File: config.mk
export PLATFORM = sky130hd
export DESIGN_NAME = max_unpool2x2
export DESIGN_NICKNAME = d
export VERILOG_FILES = /design/src/rtl/max_unpool_pkg.sv /design/src/rtl/unpool_row_buf.sv /design/src/rtl/max_unpool2x2.sv
export SDC_FILE = /design/constraint.sdc
export NUM_CORES = 1
export LEC_CHECK = 0
export BUFFER_PORTS_ARGS = -buffer_cell sky130_fd_sc_hd__buf_2
export CORE_UTILIZATION = 45
export CTS_BUF_LIST = sky130_fd_sc_hd__clkbuf_4 sky130_fd_sc_hd__clkbuf_8 sky130_fd_sc_hd__clkbuf_16
export DETAILED_ROUTE_END_ITERATION = 12
export SKIP_LAST_GASP = 1
export SYNTH_ARGS = -nofsm -noshare
export SYNTH_HDL_FRONTEND = slang
export SYNTH_SLANG_ARGS = --single-unit
File: constraint.sdc
create_clock -name clk_i -period 5.8 [get_ports clk_i]
set_input_delay 0.58 -clock clk_i [delete_from_list [all_inputs] [get_ports clk_i]]
set_output_delay 0.58 -clock clk_i [all_outputs]
set_load 0.01 [all_outputs]
File: src/rtl/max_unpool_pkg.sv
// Shared types and constants for the 2x2 max-unpooling stage.
package max_unpool_pkg;

  typedef enum logic [1:0] {
    FILL     = 2'd0,
    EMIT_TOP = 2'd1,
    EMIT_BOT = 2'd2
  } state_e;

  localparam logic [1:0] IDX_00 = 2'b00;
  localparam logic [1:0] IDX_01 = 2'b01;
  localparam logic [1:0] IDX_10 = 2'b10;
  localparam logic [1:0] IDX_11 = 2'b11;

  localparam int DEF_WIDTH = 9;

  typedef struct packed {
    logic [1:0]                  idx;
    logic signed [DEF_WIDTH-1:0] data;
  } entry_t;

  // True when the stored argmax index names output position {row, col}.
  function automatic logic idx_hit(input logic [1:0] idx, input logic row, input logic col);
    return idx == {row, col};
  endfunction

endpackage

File: src/rtl/unpool_row_buf.sv
// One pooled row of {idx, data} entries: one write port, one asynchronous read port.
module unpool_row_buf #(
  parameter int EW    = 11,
  parameter int DEPTH = 12,
  parameter int AW    = 4
) (
  input  logic          clk_i,
  input  logic          we_i,
  input  logic [AW-1:0] waddr_i,
  input  logic [EW-1:0] wdata_i,
  input  logic [AW-1:0] raddr_i,
  output logic [EW-1:0] rdata_o
);

  logic [EW-1:0] mem_q [DEPTH];

  // Contents are never cleared: every entry is rewritten before it is read.
  always_ff @(posedge clk_i) begin
    if (we_i) begin
      mem_q[waddr_i] <= wdata_i;
    end
  end

  assign rdata_o = mem_q[raddr_i];

endmodule

File: src/rtl/max_unpool2x2.sv
// Streaming 2x2 max-unpooling: one pooled row in, two upsampled raster rows out.
// Optional MAX_UNPOOL_PINGPONG_EN overlaps filling the next row with emission of the current one.
module max_unpool2x2
  import max_unpool_pkg::*;
#(
  parameter int WIDTH   = DEF_WIDTH,
  parameter int IN_COLS = 12
) (
  input  logic                    clk_i,
  input  logic                    rst_i,
  input  logic                    in_valid_i,
  output logic                    in_ready_o,
  input  logic signed [WIDTH-1:0] in_data_i,
  input  logic [1:0]              in_idx_i,
  output logic                    out_valid_o,
  input  logic                    out_ready_i,
  output logic signed [WIDTH-1:0] out_data_o,
  output logic                    out_eol_o
);

  localparam int KW = $clog2(2 * IN_COLS);
  localparam int CW = KW - 1;
  localparam int EW = WIDTH + 2;
  localparam logic [CW-1:0] COL_LAST = CW'(IN_COLS - 1);
  localparam logic [KW-1:0] K_LAST   = KW'(2 * IN_COLS - 1);

  state_e                   state_q, state_d;
  logic [CW-1:0]            col_q, col_d;
  logic [KW-1:0]            k_q, k_d;
  logic                     out_valid_q, out_valid_d;
  logic signed [WIDTH-1:0]  out_data_q, out_data_d;
  logic                     out_eol_q, out_eol_d;
  logic                     in_fire_s, out_fire_s, fill_done_s, start_s;
  logic                     load_s, bot_s;
  logic [KW-1:0]            nk_s;
  logic [EW-1:0]            rd_entry_s;
  logic [EW-1:0]            wr_entry_s;

  assign in_fire_s   = in_valid_i && in_ready_o;
  assign out_fire_s  = out_valid_q && out_ready_i;
  assign fill_done_s = in_fire_s && (col_q == COL_LAST);
  assign wr_entry_s  = {in_idx_i, in_data_i};

`ifdef MAX_UNPOOL_PINGPONG_EN
  logic          wr_sel_q, wr_sel_d, full_q, full_d, row_end_s, rd_sel_s;
  logic [EW-1:0] rd_a_s, rd_b_s;

  assign row_end_s  = out_fire_s && (state_q == EMIT_BOT) && (k_q == K_LAST);
  assign in_ready_o = !full_q;
  assign start_s    = (fill_done_s && ((state_q == FILL) || row_end_s)) || (full_q && row_end_s);
  // On a swap the freshly filled buffer is the one being read from this cycle.
  assign rd_sel_s   = start_s ? wr_sel_q : ~wr_sel_q;
  assign rd_entry_s = rd_sel_s ? rd_b_s : rd_a_s;

  unpool_row_buf #(.EW(EW), .DEPTH(IN_COLS), .AW(CW)) u_buf_a (
    .clk_i   (clk_i),
    .we_i    (in_fire_s && !wr_sel_q),
    .waddr_i (col_q),
    .wdata_i (wr_entry_s),
    .raddr_i (nk_s[KW-1:1]),
    .rdata_o (rd_a_s)
  );

  unpool_row_buf #(.EW(EW), .DEPTH(IN_COLS), .AW(CW)) u_buf_b (
    .clk_i   (clk_i),
    .we_i    (in_fire_s && wr_sel_q),
    .waddr_i (col_q),
    .wdata_i (wr_entry_s),
    .raddr_i (nk_s[KW-1:1]),
    .rdata_o (rd_b_s)
  );

  always_comb begin
    wr_sel_d = wr_sel_q;
    full_d   = full_q;
    if (start_s) begin
      wr_sel_d = ~wr_sel_q;
      full_d   = 1'b0;
    end else if (fill_done_s) begin
      full_d = 1'b1;
    end else begin
      full_d = full_q;
    end
  end

  always_ff @(posedge clk_i) begin
    if (rst_i) begin
      wr_sel_q <= 1'b0;
      full_q   <= 1'b0;
    end else begin
      wr_sel_q <= wr_sel_d;
      full_q   <= full_d;
    end
  end
`else
  assign in_ready_o = (state_q == FILL);
  assign start_s    = fill_done_s;

  unpool_row_buf #(.EW(EW), .DEPTH(IN_COLS), .AW(CW)) u_buf (
    .clk_i   (clk_i),
    .we_i    (in_fire_s),
    .waddr_i (col_q),
    .wdata_i (wr_entry_s),
    .raddr_i (nk_s[KW-1:1]),
    .rdata_o (rd_entry_s)
  );
`endif

  // k_q is the column of the pixel currently held in the output register.
  always_comb begin
    state_d = state_q;
    k_d     = k_q;
    load_s  = 1'b0;
    bot_s   = 1'b0;
    nk_s    = {KW{1'b0}};
    col_d   = col_q;
    if (in_fire_s) begin
      col_d = (col_q == COL_LAST) ? {CW{1'b0}} : col_q + CW'(1);
    end else begin
      col_d = col_q;
    end
    case (state_q)
      FILL: begin
        if (start_s) begin
          state_d = EMIT_TOP;
          k_d     = {KW{1'b0}};
          load_s  = 1'b1;
        end else begin
          state_d = FILL;
        end
      end
      EMIT_TOP: begin
        if (out_fire_s) begin
          load_s = 1'b1;
          if (k_q == K_LAST) begin
            state_d = EMIT_BOT;
            k_d     = {KW{1'b0}};
            bot_s   = 1'b1;
          end else begin
            k_d  = k_q + KW'(1);
            nk_s = k_q + KW'(1);
          end
        end else begin
          state_d = EMIT_TOP;
        end
      end
      EMIT_BOT: begin
        if (out_fire_s) begin
          if (k_q != K_LAST) begin
            load_s = 1'b1;
            bot_s  = 1'b1;
            k_d    = k_q + KW'(1);
            nk_s   = k_q + KW'(1);
          end else if (start_s) begin
            state_d = EMIT_TOP;
            k_d     = {KW{1'b0}};
            load_s  = 1'b1;
          end else begin
            state_d = FILL;
            k_d     = {KW{1'b0}};
          end
        end else begin
          state_d = EMIT_BOT;
        end
      end
      default: begin
        state_d = FILL;
        k_d     = {KW{1'b0}};
      end
    endcase
  end

  always_comb begin
    out_valid_d = out_valid_q;
    out_data_d  = out_data_q;
    out_eol_d   = out_eol_q;
    if (load_s) begin
      out_valid_d = 1'b1;
      out_data_d  = idx_hit(rd_entry_s[EW-1:WIDTH], bot_s, nk_s[0]) ?
                    rd_entry_s[WIDTH-1:0] : {WIDTH{1'b0}};
      out_eol_d   = (nk_s == K_LAST);
    end else if (out_fire_s) begin
      out_valid_d = 1'b0;
    end else begin
      out_valid_d = out_valid_q;
    end
  end

  always_ff @(posedge clk_i) begin
    if (rst_i) begin
      state_q     <= FILL;
      col_q       <= {CW{1'b0}};
      k_q         <= {KW{1'b0}};
      out_valid_q <= 1'b0;
      out_data_q  <= {WIDTH{1'b0}};
      out_eol_q   <= 1'b0;
    end else begin
      state_q     <= state_d;
      col_q       <= col_d;
      k_q         <= k_d;
      out_valid_q <= out_valid_d;
      out_data_q  <= out_data_d;
      out_eol_q   <= out_eol_d;
    end
  end

  assign out_valid_o = out_valid_q;
  assign out_data_o  = out_data_q;
  assign out_eol_o   = out_eol_q;

endmodule

==> results.md, run 1 <==
* Outcome: finished clean
* Worst reg-to-reg path cell count at 9
* Fraction of the mapped netlist area in simple logic gates at 0.08098
* Drt initial violations at 411
* Std-Cell Core Area at 13930 sq um
* Least-Margin Pin Slew at 1.363 ns
* Cells resized by post-CTS repair at 0
* Crit path kind: reg2reg
* Max Buffers Root-to-Sink at 2
* Relative max-transition margin at 0.08373
* Worst-path cell chain: ha_1 > and4b_1 > nor3_4 > buf_4 > nand3_1 > nand4_1 > a31oi_1 > nor4_2 > a32o_1
* Buffer cell driving the clock tree root: clkbuf_16
* Seq cells post-synth at 154
* Sequential area share after synthesis at 0.6819
* Combined buffer and inverter count along the critical path at 1
* Clock input transition at the sequential cells of the worst setup and hold paths at 0.06 ns
* Final Non-Filler Cells at 627
* Wire length of the first global-routing pass at 21360 um
* Clock latency of the later-clocked register in the worst-skew pair at 0.42 ns
* Switching power at 490.0 uW
* DRC errors left at 0
* # fillers at 1123
* Die Y-Extent at 121.8 um
* I/O pin count at 27
* Total Wirelength at 13710 um
* Total routing usage reported by global routing at 0.2062
* Total Negative Setup Slacks at 0 ns
* Placed Cells incl. Taps at 595
* Synthesized netlist cell count at 394
* Critical Path Fanout Max at 21
* Arrival time worst endpoint at 4.32 ns
* Share of the synthesized area in compound gates (AO/OA/AOI/OAI) at 0.07284
* Startpoint types: register
* Area used by sequential logic in the layout at 4404 sq um
* Count of different cell masters after synthesis at 59
* Total Nets Final at 458
* Yosys warns at 0
* Leakage power summed over all cells at 2.475 nW
* Sum of overflow across all layers after global routing at 0
* Switching fraction of total power at 0.2130
* Maximum frequency from static timing analysis at 251.9 MHz
* Hold wc startpoint: out_eol_o
* Cell types occupying the most area after synthesis: edfxtp_1 (61%), dfxtp_1 (6.8%), mux4_2 (5.6%)
* Total power per unit cell area at 312.6 nW/um^2
* Vias per std cell at 5.748
* Top cell type by total area after synthesis: edfxtp_1
* Clock network fraction of design power at 0.441
* Post-synthesis adder-cell area fraction at 0.01744
* Fraction of layout cells with a size suffix above 1 at 0.2304
* DR vias at 3604
* Biggest cell delay along the critical path at 1.10 ns
* Routed length per placed instance at 21.87 um
* Max-Cap Viols at 0
* Cell with the largest stage delay on the worst path: nor4_2
* Antenna violations before repair at 0
* Pin count of the biggest net entering global routing at 27
* Length of the first detailed-routing pass in iterations at 5
* Initial standard-cell utilization of the core at 0.4635
* Dominant combinational cell family by area after synthesis: multiplexers
* TritonCTS clock tree: built
* Reg-to-Reg Start: k_q[0]
* Number of setup buffers added after CTS at 0
* Most frequently used flop master after synthesis: edfxtp_1
* Total area of multi-input combinational cells at 1917 sq um
* Die span in x at 121.8 um
* Peak supply drop at 212.4 uV
* Capture point of the worst reg-to-reg path: out_data_o[2]
* Crit path required time at 6.16 ns
* Total die area at 14840 sq um
* Unrepaired setup endpoints after global routing: false
* Final HPWL from detailed placement at 8373 um
* Internal portion of total power at 1.811 mW
* Worst hold path type: reg2reg
* H-Tree Level Count at 4
* Remaining number of nets flagged by the antenna check after routing at 0
* Syn Nets at 418
* Yosys top cell area share at 0.6137
* Fraction of synthesized area in multiplexers at 0.1137
* Avg Synthesized Cell Area at 16.39 sq um
* Diodes inserted at 0
* Critical path endpoint category: register
* Hold slack at 0.4542 ns
* Routability cong. at 0.8266
* Fin. Hold Viols at 0
* Area Growth Syn to Fin at 13.95%
* Combinational share of power at 0.027
* Number of synthesized flops with an enable pin at 132
* End of the worst hold path: out_eol_o
* Number of port buffers at 26
* Family with the most delay on the worst path: simple AND/OR/NAND/NOR gates
* Final Skew at 0.009982 ns
* Final setup fails at 0
* Synth Area in XOR/XNOR at 0.007943
* Reg-to-reg setup timing slack at 1.83 ns
* Via count of the first global-routing pass at 3655
* Hold Path Depth at 2
* Part of the power in registers at 0.532
* Minimum period implied by the final worst setup slack at 3.969 ns
* Number of clock sinks at 154
* Number of standard-cell rows in the floorplan at 43
* Share of synthesized flip-flops with an asynchronous set or reset at 0
* CTS Hold Bufs at 0
* Mapped cell area at 6459 sq um
* Number of clock buffers inserted by TritonCTS at 17
* Number of max-slew violations in the final report at 0
* Final period util at 0.6844
[state kept, by name, summed over array words and instances, names as in the netlist]
name	count
u_buf.mem_q	132
out_data_o	9
k_q	5
col_q	4
state_q	2
out_eol_o	1
out_valid_o	1
[cell families (layout without fill, tap and decap cells)]
logic type	Yosys count	count (layout)
flops	154	154
simple gates	102	102
compound gates	63	63
fa+ha+maj	9	9
xor+xnor	5	5
buf+inv	26	79
mux	35	35
[routing by layer]
metal	track usage	part of all wire	wire length, um
met1	0.2838	0.45	6162
met3	0.04448	0.056	768
met2	0.3217	0.48	6574
met4	0.07793	0.015	206
met5	0	0	0
[worst reg2reg max path: stages, from the launching register on]
cell and delay (ns):
dfxtp_1 0.37, ha_1 0.36, and4b_1 0.35, nor3_4 0.57, buf_4 0.48, nand3_1 0.15, nand4_1 0.12, a31oi_1 0.11
nor4_2 1.10, a32o_1 0.31
[synthesized netlist by cell type (all sizes together), types with 3 or more instances]
| cell | instances |
|---|---|
| buf | 16 |
| nor3 | 11 |
| nand2b | 4 |
| nand4 | 4 |
| mux2i | 7 |
| o31ai | 3 |
| nand3 | 10 |
| dfxtp | 22 |
| nand2 | 31 |
| inv | 6 |
| o21ai | 10 |
| a22oi | 9 |
| nor2 | 23 |
| a21oi | 15 |
| xnor2 | 3 |
| ha | 9 |
| mux4 | 27 |
| clkbuf | 4 |
| and2 | 5 |
| a32o | 9 |
| edfxtp | 132 |
[layout by cell type (no fill, tap or decap), types with 2 or more instances in the layout]
cell type	netlist	layout
a211o_1	2	2
a21oi_1	15	15
a22oi_1	9	9
a32o_1	9	9
and2_1	4	4
and4b_1	2	2
buf_2	6	26
buf_4	5	15
clkbuf_16	0	17
clkbuf_8	0	2
clkinv_2	0	3
clkinv_4	0	4
clkinvlp_4	0	2
dfxtp_1	22	22
edfxtp_1	132	132
ha_1	9	9
inv_1	6	6
inv_6	0	3
mux2i_1	7	7
mux4_1	11	11
mux4_2	16	16
nand2_1	31	31
nand2b_1	4	4
nand3_1	10	10
nand4_1	4	4
nor2_1	23	21
nor2_2	0	2
nor3_1	10	6
nor3_2	0	4
o2111a_1	2	2
o21ai_0	9	9
o31ai_1	3	3
or3_1	2	2
xnor2_1	3	3
[how the worst max path moves through the flow]
stage,endpoint,cells past startpoint,slack [ns],from
after detailed placement,out_data_o[2],9,1.83,k_q[0]
after floorplan,out_data_o[0],9,2.86,state_q[0]
after global routing,out_data_o[3],9,1.60,k_q[0]
final,out_data_o[2],9,1.83,k_q[0]
after global placement,out_data_o[7],9,1.88,k_q[0]
after CTS,out_data_o[2],9,1.81,k_q[0]
[area by class of cell]
| cell class | instances | area share |
|---|---|---|
| Timing Repair Buffer | 41 | 0.03298 |
| Inverter | 6 | 0.003060 |
| Sequential cell | 154 | 0.5984 |
| Clock inverter | 13 | 0.01292 |
| Tap cell | 180 | 0.03060 |
| Multi-Input combinational cell | 214 | 0.2605 |
| Clock buffer | 19 | 0.06154 |
[through the flow]
| stage | cell area, sq um | setup slack [ns] | power, mW | util |
|---|---|---|---|---|
| floorplan | 6459 | 2.864 | 1.276 | - |
| global placement | 6812 | 1.875 | 1.308 | 0.4888 |
| detailed placement | 6812 | 1.832 | 1.310 | 0.4888 |
| CTS | 7360 | 1.815 | 2.319 | 0.5281 |
| global route | 7360 | 1.596 | 2.369 | 0.5281 |
| finish | 7360 | 1.831 | 2.301 | 0.5281 |
[power by group through the flow]
stage	logic (mW)	registers, mW	clock network, mW
floorplan	0.0301	1.25	0
global placement	0.0614	1.25	0
detailed placement	0.0632	1.25	0
CTS	0.0635	1.22	1.03
global route	0.0696	1.22	1.07
finish	0.0622	1.22	1.02
Power figures use the tool's default switching activity.
==> run 2, diff against run 1 <==
clock period = 4.15 ns   (was 5.8 ns; I/O delays follow)
==> results.md, run 2 (synthesis results as in run 1) <==
* Outcome: finished clean
* Final HPWL from detailed placement at 8339 um (-0.41%)
* Total routing usage reported by global routing at 0.1977 (-0.008494)
* Critical path endpoint category: register
* Hold Path Depth at 1 (-1)
* Initial standard-cell utilization of the core at 0.4635 (unchanged)
* TritonCTS clock tree: built
* Length of the first detailed-routing pass in iterations at 5 (unchanged)
* Least-Margin Pin Slew at 0.9126 ns (-0.4505 ns)
* Biggest cell delay along the critical path at 0.76 ns (-0.34 ns)
* Number of clock sinks at 154 (unchanged)
* Drt initial violations at 341 (-17%)
* Startpoint types: register
* Buffer cell driving the clock tree root: clkbuf_16
* CTS Hold Bufs at 0 (unchanged)
* DRC errors left at 0 (unchanged)
* # fillers at 1099 (-2.1%)
* Vias per std cell at 5.793 (+0.79%)
* Crit. path cell count at 10 (+1)
* Fraction of layout cells with a size suffix above 1 at 0.2339 (+0.003428)
* Cells resized by post-CTS repair at 0 (unchanged)
* Maximum frequency from static timing analysis at 305.6 MHz (+21%)
* Number of max-slew violations in the final report at 0 (unchanged)
* Number of port buffers at 26 (unchanged)
* Clock latency of the later-clocked register in the worst-skew pair at 0.42 ns (about the same)
* I/O pin count at 27 (unchanged)
* Unrepaired setup endpoints after global routing: false
* DR vias at 3644 (+1.1%)
* Leakage power summed over all cells at 2.492 nW (+0.68%)
* H-Tree Level Count at 4 (unchanged)
* Number of standard-cell rows in the floorplan at 43 (unchanged)
* Final setup fails at 0 (unchanged)
* Final Total Pwr at 3.279 mW (+43%)
* Total power per unit cell area at 443.2 nW/um^2 (+42%)
* Total Negative Setup Slacks at 0 ns (unchanged)
* Register ranked first by flip-flop count: u_buf.mem_q
* Wire length of the first global-routing pass at 20580 um (-3.7%)
* Arrival time worst endpoint at 3.63 ns (-0.69 ns)
* Number of flip-flops under the largest register name at 132 (unchanged)
* Total Wirelength at 13390 um (-2.3%)
* Clock input transition at the sequential cells of the worst setup and hold paths at 0.06 ns (about the same)
* Crit path kind: reg2reg
* Crit path required time at 4.51 ns (-1.65 ns)
* Max-Cap Viols at 0 (unchanged)
* Worst reg-to-reg path cell count at 10 (+1)
* Remaining number of nets flagged by the antenna check after routing at 0 (unchanged)
* Combined buffer and inverter count along the critical path at 2 (+1)
* Routability cong. at 0.8405 (+1.7%)
* Fin. Hold Viols at 0 (unchanged)
* Routed length per placed instance at 21.29 um (-2.7%)
* Std-Cell Core Area at 13930 sq um (unchanged)
* Diodes inserted at 0 (unchanged)
* Peak supply drop at 291.5 uV (+37%)
* Minimum period implied by the final worst setup slack at 3.273 ns (-0.6966 ns)
* Number of clock buffers inserted by TritonCTS at 17 (unchanged)
* Worst hold path type: in2reg
* Die span in x at 121.8 um (unchanged)
* Worst-path cell chain: inv_1 > ha_1 > o2111ai_4 > nor3_4 > buf_4 > nand3_1 > nand4_1 > a31oi_1 > nor4_2 > a32o_1
* Commonest cells after routing, fill and taps aside: edfxtp_1 (132), nand2_1 (31), buf_2 (26)
* Total Nets Final at 460 (+0.44%)
* Antenna violations before repair at 0 (unchanged)
* Pin count of the biggest net entering global routing at 29 (+7.4%)
* Final period util at 0.7886 (+0.1042)
* Family with the most delay on the worst path: simple AND/OR/NAND/NOR gates
* Max Buffers Root-to-Sink at 2 (unchanged)
* Number of setup buffers added after CTS at 0 (unchanged)
* Sum of overflow across all layers after global routing at 0 (unchanged)
* Cell with the largest stage delay on the worst path: nor4_2
* Area Growth Syn to Fin at 14.55%
* Die Y-Extent at 121.8 um (unchanged)
* Via count of the first global-routing pass at 3605 (-1.4%)
* Final Skew at 0.008043 ns (-0.001939 ns)
* Total die area at 14840 sq um (unchanged)
* Relative max-transition margin at 0.3865 (+0.3028)
* Most common cell after layout, fill and taps aside: edfxtp_1
* Critical Path Fanout Max at 28 (+33%)
[run 2: cell count changes in the layout (fill, tap and decap cells not counted), sizes merged]
cell      delta
clkbuf       +1
clkinv       -5
buf          +2
bufinv       +1
clkinvlp     +2
inv          +1
[run 2: stage by stage]
step                std cells  setup slack [ns]    util  hold WS [ns]  instance area, sq um
detailed placement        597            0.8877  0.4897        0.4513                  6824
global route              629            0.5344  0.5309        0.3287                  7398
floorplan                 394             1.214       -        0.4805                  6459
finish                    629            0.8773  0.5309        0.3268                  7398
global placement          597             1.012  0.4897        0.4410                  6824
CTS                       629            0.8717  0.5309        0.3114                  7398
[run 2: final timing paths]
check / endpoint / slack (ns) / startpoint
worst min register to register: out_eol_o / 0.46 / out_eol_o
worst min-delay path: u_buf.mem_q[4][8] / 0.33 / in_data_i[8]
worst max-delay path: out_data_o[8] / 0.88 / state_q[1]
worst max register to register: out_data_o[8] / 0.88 / state_q[1]
[run 2: layout make-up]
class                   instances  area, sq um  share of cell area
multi-input cells             214         1914              0.2588
clock inverters                12        113.9             0.01539
well taps                     180        225.2             0.03044
flip-flops and latches        154         4404              0.5953
repair buffers                 43        257.7             0.03484
clock buffers                  20        460.4             0.06224
inverters                       6        22.52            0.003044
[run 2: report_power, final]
group | internal [mW] | total [mW] | switching (mW)
Sequential | 1.70 | 1.71 | 0.00719
Combinational | 0.0288 | 0.0855 | 0.0567
Clock | 0.869 | 1.48 | 0.615
[run 2: routing by layer]
| metal | track usage | vias to the layer above | part of all wire |
|---|---|---|---|
| li1 | - | 1671 | - |
| met1 | 0.2609 | 1848 | 0.44 |
| met2 | 0.3129 | 101 | 0.49 |
| met3 | 0.04354 | 24 | 0.047 |
| met4 | 0.09028 | 0 | 0.025 |
| met5 | 0 | - | 0 |
[run 2: worst register-to-register path, delay by kind of cell (launching register included)]
kind / cells / cell delay, ns
simple gates: 4 / 1.26
flops: 1 / 0.38
compound gates: 3 / 0.62
fa+ha+maj: 1 / 0.41
buf+inv: 2 / 0.55
